File: src/rtl/dac_sample_sched.sv
// dac_sample_sched: 48 kHz sample tick, soft-mute fade gain and SPI DAC issue scheduler
//   clk, reset          system clock, synchronous active-high reset
//   in_data, in_valid   offset-binary audio sample into the hold register (latest wins)
//   mute                level; 1 fades out and holds midscale
//   dac_busy            SPI driver busy; a tick seen while busy is dropped
//   dac_data, dac_go    sample and one-cycle start strobe to the SPI driver
//   tick                one-cycle sample-rate strobe
//   fade_state          0 MUTED, 1 FADE_IN, 2 PLAY, 3 FADE_OUT
//   overrun_cnt         saturating count of dropped ticks
//   SAW_TEST_EN         adds test_mode: internal sawtooth (+64 per tick) replaces the hold register
`timescale 1ns/1ps
module dac_sample_sched #(
  parameter int F_CLK    = 50_000_000,
  parameter int F_S      = 48_000,
  parameter int SIG_BITS = 16,
  parameter int G_BITS   = 8
) (
  input  logic                clk,
  input  logic                reset,
`ifdef SAW_TEST_EN
  input  logic                test_mode,
`endif
  input  logic [SIG_BITS-1:0] in_data,
  input  logic                in_valid,
  input  logic                mute,
  input  logic                dac_busy,
  output logic [SIG_BITS-1:0] dac_data,
  output logic                dac_go,
  output logic                tick,
  output logic [1:0]          fade_state,
  output logic [7:0]          overrun_cnt
);
  localparam int N  = F_CLK / F_S;
  localparam int CW = $clog2(N);
  localparam int PW = SIG_BITS + G_BITS + 1;
  localparam logic [SIG_BITS-1:0] MID  = {1'b1, {(SIG_BITS-1){1'b0}}};
  localparam logic [G_BITS:0]     FULL = {1'b1, {G_BITS{1'b0}}};
  typedef enum logic [1:0] {MUTED, FADE_IN, PLAY, FADE_OUT} state_t;
  state_t state_q, state_d, s_nx;
  logic [CW-1:0] cnt_q, cnt_d;
  logic [G_BITS:0] gain_q, gain_d, g_nx;
  logic [SIG_BITS-1:0] hold_q, hold_d, data_q, data_d, src;
  logic signed [PW-1:0] prod_q, prod_d;
  logic pend_q, pend_d, go_q, go_d, tick_w;
  logic [7:0] ov_q, ov_d;
  // in_valid on the tick cycle bypasses the hold register so the new sample is used
  assign hold_d = in_valid ? in_data : hold_q;
`ifdef SAW_TEST_EN
  logic [SIG_BITS-1:0] saw_q, saw_d;
  assign saw_d = tick_w ? saw_q + SIG_BITS'(64) : saw_q;
  assign src = test_mode ? saw_q : hold_d;
  always_ff @(posedge clk) saw_q <= reset ? '0 : saw_d;
`else
  assign src = hold_d;
`endif
  always_comb begin
    tick_w = cnt_q == CW'(N - 1);
    cnt_d = tick_w ? '0 : cnt_q + 1'b1;
    // fade steps saturate at both ends so a reversal at gain 0 or full gain stays in range
    g_nx = state_q == MUTED ? '0 :
           state_q == PLAY ? (mute ? FULL - 1'b1 : FULL) :
           mute ? (gain_q == '0 ? '0 : gain_q - 1'b1) :
                  (gain_q == FULL ? FULL : gain_q + 1'b1);
    s_nx = state_q == MUTED ? (mute ? MUTED : FADE_IN) :
           g_nx == '0 ? MUTED : g_nx == FULL ? PLAY : mute ? FADE_OUT : FADE_IN;
    state_d = tick_w ? s_nx : state_q;
    gain_d = tick_w ? g_nx : gain_q;
    // offset-binary to two's complement by flipping the MSB, then signed multiply by gain
    prod_d = tick_w ? PW'($signed(src ^ MID)) * PW'($signed({1'b0, g_nx})) : prod_q;
    pend_d = tick_w & ~dac_busy;
    ov_d = tick_w & dac_busy & (ov_q != 8'hFF) ? ov_q + 8'd1 : ov_q;
    go_d = pend_q;
    data_d = pend_q ? SIG_BITS'(prod_q >>> G_BITS) ^ MID : data_q;
  end
  always_ff @(posedge clk) begin
    if (reset) begin
      cnt_q <= '0;
      state_q <= MUTED;
      gain_q <= '0;
      hold_q <= MID;
      prod_q <= '0;
      pend_q <= 1'b0;
      go_q <= 1'b0;
      data_q <= MID;
      ov_q <= '0;
    end else begin
      cnt_q <= cnt_d;
      state_q <= state_d;
      gain_q <= gain_d;
      hold_q <= hold_d;
      prod_q <= prod_d;
      pend_q <= pend_d;
      go_q <= go_d;
      data_q <= data_d;
      ov_q <= ov_d;
    end
  end
  assign dac_data = data_q;
  assign dac_go = go_q;
  assign tick = tick_w;
  assign fade_state = state_q;
  assign overrun_cnt = ov_q;
endmodule

File: config.mk
export PLATFORM = sky130hd
export DESIGN_NAME = dac_sample_sched
export DESIGN_NICKNAME = d
export VERILOG_FILES = /design/src/rtl/dac_sample_sched.sv
export SDC_FILE = /design/constraint.sdc
export NUM_CORES = 1
export LEC_CHECK = 0
export ABC_AREA = 1
export ABC_CLOCK_PERIOD_IN_PS = 11400
export CORE_ASPECT_RATIO = 0.7
export CORE_MARGIN = 4
export CORE_UTILIZATION = 60
export CTS_BUF_LIST = sky130_fd_sc_hd__clkbuf_16
export DETAILED_ROUTE_END_ITERATION = 12
export PLACE_DENSITY = 0.8
export SLEW_MARGIN = 25
export SYNTH_ARGS = -nofsm -noshare
export SYNTH_HDL_FRONTEND = slang
export SYNTH_SLANG_ARGS = --single-unit
File: constraint.sdc
create_clock -name clk -period 11.4 [get_ports clk]
set_input_delay 1.14 -clock clk [delete_from_list [all_inputs] [get_ports clk]]
set_output_delay 1.14 -clock clk [all_outputs]
set_load 0.005 [all_outputs]
**After elaboration in Yosys (flattened, before gate mapping)**

Index checks and enable logic that the tools add are counted.

- Flip-flop bits (word level): 88
- Input port bits: 21
- Word-level logic and storage cells: 41

- Equality and inequality tests: 5
- $mul: 1
- Reductions and logical operators: 4
- Add/subtract/negate cells: 4
- Bitwise operators: 6
- Muxes and demuxes: 12

Operators by type and width:

| cell | number |
|---|---|
| 9-bit two-way mux | 6 |
| 16-bit by 10-bit multiplier with 24-bit output | 1 |
| 9-bit == test (second input constant) | 2 |
| 9-bit logical NOT | 2 |
| 16-bit two-way mux | 1 |
| 11-bit by 1-bit adder with 11-bit output (second input constant) | 1 |
| 11-bit == test (second input constant) | 1 |
| 9-bit by 1-bit adder with 9-bit output (second input constant) | 1 |
| 9-bit by 1-bit subtractor with 9-bit output (second input constant) | 1 |
| 8-bit by 1-bit adder with 8-bit output (second input constant) | 1 |
| 2-bit two-way mux | 4 |
| 8-bit inequality test (second input constant) | 1 |
| 1-bit AND | 3 |
| 1-bit NOT | 3 |
| 2-bit == test (second input constant) | 1 |
| 2-bit logical NOT | 1 |
| 2-bit OR reduction | 1 |
| 1-bit two-way mux | 1 |

**Longest topological paths before layout**

- Word-level depth: 9
- Gate-level depth with buffers: 35

**Worst setup path before layout**

Ideal clock, no wire load.

- Path type: in2reg
- Start: in mute
- End: reg prod_q[23]
- Stages on the path: 28
- Arrival: 6305 ps
- Required time: 11287 ps
- Setup slack: 4982 ps
- Cell sequence: inv_2 -> nor2_1 -> inv_1 -> o221ai_1 -> nand2_1 -> inv_1 -> clkbuf_1 -> nand2_1 -> fa_1 -> inv_1 -> fa_1 -> inv_1 -> fa_1 -> inv_1 -> fa_1 -> inv_1 -> fa_1 -> inv_1 -> ha_1 -> a21oi_1 -> o21ai_0 -> nand2_1 -> a21oi_1 -> a2111oi_0 -> nand2_1 -> nand3b_1 -> nand3_1 -> nand2_1

- Cells in the longest elaborated chain, start to end: 4

RTL lines:

| what | line | source |
|---|---|---|
| from (decl) | 25 | `input logic mute,` |
| 9-bit two-way mux (on tied branches) | 62, 61 |  |
| 9-bit two-way mux (*) | 61 | `state_q == PLAY ? (mute ? FULL - 1'b1 : FULL) :` |
| 9-bit two-way mux (*) | 60 | `g_nx = state_q == MUTED ? '0 :` |
| 16-bit by 10-bit multiplier with 24-bit output (*) | 69 | `prod_d = tick_w ? PW'($signed(src ^ MID)) * PW'($signed({1'b0, g_nx})) : prod_q;` |
| to (signal assigned) | 91 | `prod_q <= prod_d;` |
| to (decl) | 43 | `logic signed [PW-1:0] prod_q, prod_d;` |

Mark *: on every way between the ends. The rest lies on a longest branch, timed or not.
A chain may end at the register's enable or synchronous reset.

**Final worst setup path**

Same ends and word-level chain as after synthesis.

==> flow_results.xml <==
<?xml version="1.0" encoding="UTF-8"?>
<metrics>
  <group name="sta">
    <metric name="report.final.hold_viol_count" unit="">0</metric>
    <metric name="fmax" unit="MHz">128</metric>
    <metric name="setup_total_negative_slack" unit="ns">0</metric>
    <metric name="drv_slew" unit="">0</metric>
    <metric name="final_min_period_over_clock_period" unit="%">68.6</metric>
    <metric name="setup_repair_after_global_routing_missed_its_margin" unit="">false</metric>
    <metric name="timing.clock.skew" unit="ns">0.00735</metric>
    <metric name="min_cycle_time_layout" unit="ns">7.82</metric>
    <metric name="timing.final.ws_setup" unit="ns">3.58</metric>
    <metric name="final-setup-viol-count" unit="">0</metric>
    <metric name="timing_worst_slew_pin_value" unit="ns">0.981</metric>
    <metric name="worst_slew_margin_rel" unit="%">34.4</metric>
  </group>
  <group name="synthesis">
    <metric name="synth_enable_flop_cells" unit="">0</metric>
    <metric name="synth.lib_cells_used.distinct" unit="">47</metric>
    <metric name="post_synth.cell_area_avg" unit="sq um">7.64</metric>
    <metric name="syn-cell-area" unit="sq mm">0.00853</metric>
    <metric name="synthArstFlopShare" unit="%">0</metric>
    <metric name="synth.net_count" unit="">1307</metric>
    <metric name="postSynthRegisterBits" unit="">80</metric>
    <metric name="post-synth-top-count-cell" unit="">sky130_fd_sc_hd__inv_1</metric>
    <metric name="netlist_top_cells_area" unit="">sky130_fd_sc_hd__fa_1 (27%), sky130_fd_sc_hd__dfxtp_1 (19%), sky130_fd_sc_hd__inv_1 (9.5%)</metric>
    <metric name="synth_cells" unit="">1116</metric>
    <metric name="synth-seq-area-share" unit="%">18.8</metric>
    <metric name="synth.yosys.warnings" unit="">0</metric>
    <metric name="synth_top_area_cell" unit="">sky130_fd_sc_hd__fa_1</metric>
    <metric name="synth_ff_type" unit="">sky130_fd_sc_hd__dfxtp_1</metric>
    <metric name="yosysTopAreaCellShare" unit="%">26.8</metric>
    <metric name="synthTopCellsByCount" unit="">sky130_fd_sc_hd__inv_1 (216), sky130_fd_sc_hd__nand2_1 (172), sky130_fd_sc_hd__nor2_1 (156)</metric>
  </group>
  <group name="die">
    <metric name="std_cell_rows" unit="">36</metric>
    <metric name="initial_standard_cell_utilization_of_the_core" unit="%">61.3</metric>
    <metric name="core_area" unit="sq mm">0.0139</metric>
    <metric name="die_span_x" unit="um">150</metric>
    <metric name="floorplan.die_area" unit="sq mm">0.0162</metric>
    <metric name="design.portCount" unit="">49</metric>
    <metric name="die-height" unit="um">108</metric>
  </group>
  <group name="global_route">
    <metric name="globalRoute.totalOverflow" unit="">0</metric>
    <metric name="wire_length_of_the_first_global_routing_pass" unit="mm">37.2</metric>
    <metric name="first_global_vias" unit="">7285</metric>
    <metric name="largest_net_degree_at_the_start_of_global_routing" unit="">27</metric>
    <metric name="gr-usage-all-layers" unit="%">29.2</metric>
    <metric name="antenna_found_initial" unit="">0</metric>
  </group>
  <group name="layout">
    <metric name="final_util" unit="%">67.8</metric>
    <metric name="fillerInstances" unit="">1188</metric>
    <metric name="area_of_the_multi_input_gates" unit="sq mm">0.00596</metric>
    <metric name="synthToLayoutAreaGrowth" unit="%">10.7</metric>
    <metric name="fin_nets" unit="">1342</metric>
    <metric name="ff_latch_area" unit="sq mm">0.00160</metric>
    <metric name="final_cell_count_no_fill" unit="">1345</metric>
    <metric name="antenna_cells_inserted" unit="">0</metric>
    <metric name="final_layout_size_suffix_gt1_share" unit="%">6.67</metric>
    <metric name="fin_area" unit="sq mm">0.00944</metric>
  </group>
  <group name="place">
    <metric name="globalplace.congestion" unit="">0.958</metric>
    <metric name="dpl-instance-area" unit="sq mm">0.00914</metric>
    <metric name="dp_hpwl" unit="mm">17.7</metric>
    <metric name="dp_worst_setup_slack" unit="ns">3.33</metric>
    <metric name="place.port_buffers" unit="">48</metric>
    <metric name="dp_cells" unit="">1330</metric>
  </group>
  <group name="cts">
    <metric name="count_of_h_tree_levels_built_during_cts" unit="">3</metric>
    <metric name="clock_latency" unit="ns">0.34</metric>
    <metric name="path_clk_slew" unit="ns">0.06</metric>
    <metric name="clock_tree_from_tritoncts" unit="">done</metric>
    <metric name="cts_setup_buffers" unit="">0</metric>
    <metric name="clockBufferDepth" unit="">2</metric>
    <metric name="ctsResizeCount" unit="">0</metric>
    <metric name="ctsRootBufferMaster" unit="">sky130_fd_sc_hd__clkbuf_16</metric>
    <metric name="clock-sinks" unit="">80</metric>
    <metric name="cts_hold_buf" unit="">0</metric>
    <metric name="numCtsBuffers" unit="">9</metric>
  </group>
  <group name="power">
    <metric name="switching_share_of_total_power" unit="%">24.6</metric>
    <metric name="comb_power_share" unit="%">7.0</metric>
    <metric name="power.internal" unit="W">0.000464</metric>
    <metric name="leakagePower" unit="nW">4.86</metric>
    <metric name="irDropWorstVdd" unit="uV">58.2</metric>
    <metric name="power.density_cell_area" unit="mW/mm^2">65.3</metric>
    <metric name="seq_power_share" unit="%">46.4</metric>
    <metric name="switching_power" unit="W">0.000152</metric>
    <metric name="pwr-share-clk" unit="%">46.5</metric>
  </group>
  <group name="setup_path">
    <metric name="path_buf_inv" unit="">10</metric>
    <metric name="max_stage_delay" unit="ns">0.74</metric>
    <metric name="critical_path_arrival" unit="ns">8.05</metric>
    <metric name="worstSetupPathType" unit="">in2reg</metric>
    <metric name="startpoint_type" unit="">primary input</metric>
    <metric name="cpLargestDelayFamily" unit="">adder cells</metric>
    <metric name="critPathCaptureType" unit="">flop</metric>
    <metric name="cp.required" unit="ns">11.63</metric>
    <metric name="critical_path.most_common_cell" unit="">sky130_fd_sc_hd__inv_1</metric>
    <metric name="cpMaxStageDelayCell" unit="">sky130_fd_sc_hd__fa_1</metric>
    <metric name="critical_path_peak_fanout" unit="">16</metric>
  </group>
  <group name="route">
    <metric name="vias_per_cell" unit="">5.48</metric>
    <metric name="drc" unit="">0</metric>
    <metric name="drtPass1Iterations" unit="">5</metric>
    <metric name="dr_total_vias" unit="">7365</metric>
    <metric name="wl_per_cell" unit="um">16.3</metric>
    <metric name="ant_nets" unit="">0</metric>
    <metric name="detail_route.iter0.violations" unit="">719</metric>
    <metric name="wl" unit="mm">22.0</metric>
  </group>
  <group name="job">
    <metric name="drv_cap" unit="">0</metric>
  </group>
  <group name="hold_path">
    <metric name="hold_path_class" unit="">reg2reg</metric>
  </group>
  <group name="status">
    <metric name="run_status" unit="">complete, no violations</metric>
  </group>
</metrics>
==> layout by cell type, fill, tap and decap left out, types with 3 or more instances in the layout <==
cell / instances
sky130_fd_sc_hd__inv_1: 217
sky130_fd_sc_hd__nand2_1: 172
sky130_fd_sc_hd__nor2_1: 156
sky130_fd_sc_hd__fa_1: 114
sky130_fd_sc_hd__dfxtp_1: 80
sky130_fd_sc_hd__a21oi_1: 58
sky130_fd_sc_hd__ha_1: 56
sky130_fd_sc_hd__o21ai_0: 50
sky130_fd_sc_hd__clkdlybuf4s50_1: 48
sky130_fd_sc_hd__nand3_1: 31
sky130_fd_sc_hd__o21ai_1: 21
sky130_fd_sc_hd__nand2_2: 19
sky130_fd_sc_hd__nor3_1: 14
sky130_fd_sc_hd__or2_2: 13
sky130_fd_sc_hd__xor2_1: 13
sky130_fd_sc_hd__inv_2: 9
sky130_fd_sc_hd__o22ai_1: 9
sky130_fd_sc_hd__clkbuf_16: 9
sky130_fd_sc_hd__nand4_1: 6
sky130_fd_sc_hd__xnor2_1: 5
sky130_fd_sc_hd__o221ai_1: 4
sky130_fd_sc_hd__nor4_1: 4
sky130_fd_sc_hd__clkinv_1: 3
sky130_fd_sc_hd__nor3_2: 3
sky130_fd_sc_hd__o21ai_2: 3
sky130_fd_sc_hd__nand3b_1: 3
sky130_fd_sc_hd__a211oi_1: 3
==> power by group through the flow <==
stage,Combinational (W),Clock [W],Sequential [W]
detailed placement,0.0000421,0,0.000292
global placement,0.0000417,0,0.000292
CTS,0.0000423,0.000293,0.000286
global route,0.0000469,0.000304,0.000286
finish,0.0000432,0.000287,0.000286
floorplan,0.0000244,0,0.000292
==> kinds of logic after synthesis <==
group           count (synthesis)  synth area share, %
simple gates                  437                 22.8
buf+inv                       254                 11.5
fa+ha+maj                     170                 35.0
compound gates                157                 10.2
flops                          80                 18.8
xor+xnor                       18                 1.85
==> per-layer routing <==
metal  track usage (%)  routed length [um]
met1              42.9               10100
met5                 0                   0
met4              6.07                 162
met3              7.20                1900
met2              43.9                9830
==> registers in the layout (all words and copies together), names as in the netlist <==
name	flops
dac_data	16
overrun_cnt	8
hold_q	16
fade_state	2
dac_go	1
prod_q	16
go_d	1
gain_q	9
cnt_q	11
==> worst paths after layout <==
check,slack [ns],end,startpoint,depth (start not counted)
worst min register to register,0.45,cnt_q[0],cnt_q[0],1
worst max register to register,4.34,prod_q[23],gain_q[0],30
worst min-delay path,0.45,cnt_q[0],cnt_q[0],1
worst max-delay path,3.58,prod_q[23],mute,28
==> stage by stage <==
step                power, W  hold slack (ns)
floorplan           0.000316            0.417
global placement    0.000334            0.428
detailed placement  0.000334            0.436
CTS                 0.000621            0.450
global route        0.000637            0.476
finish              0.000616            0.446
==> cell type report <==
type	instances	area share, %
multi-input cells	782	63.1
flip-flops and latches	80	17.0
inverters	229	9.16
repair buffers	49	5.17
well taps	190	2.52
clock buffers	9	2.39
clock inverters	6	0.663
No activity file was read; power rests on OpenSTA's default activity.
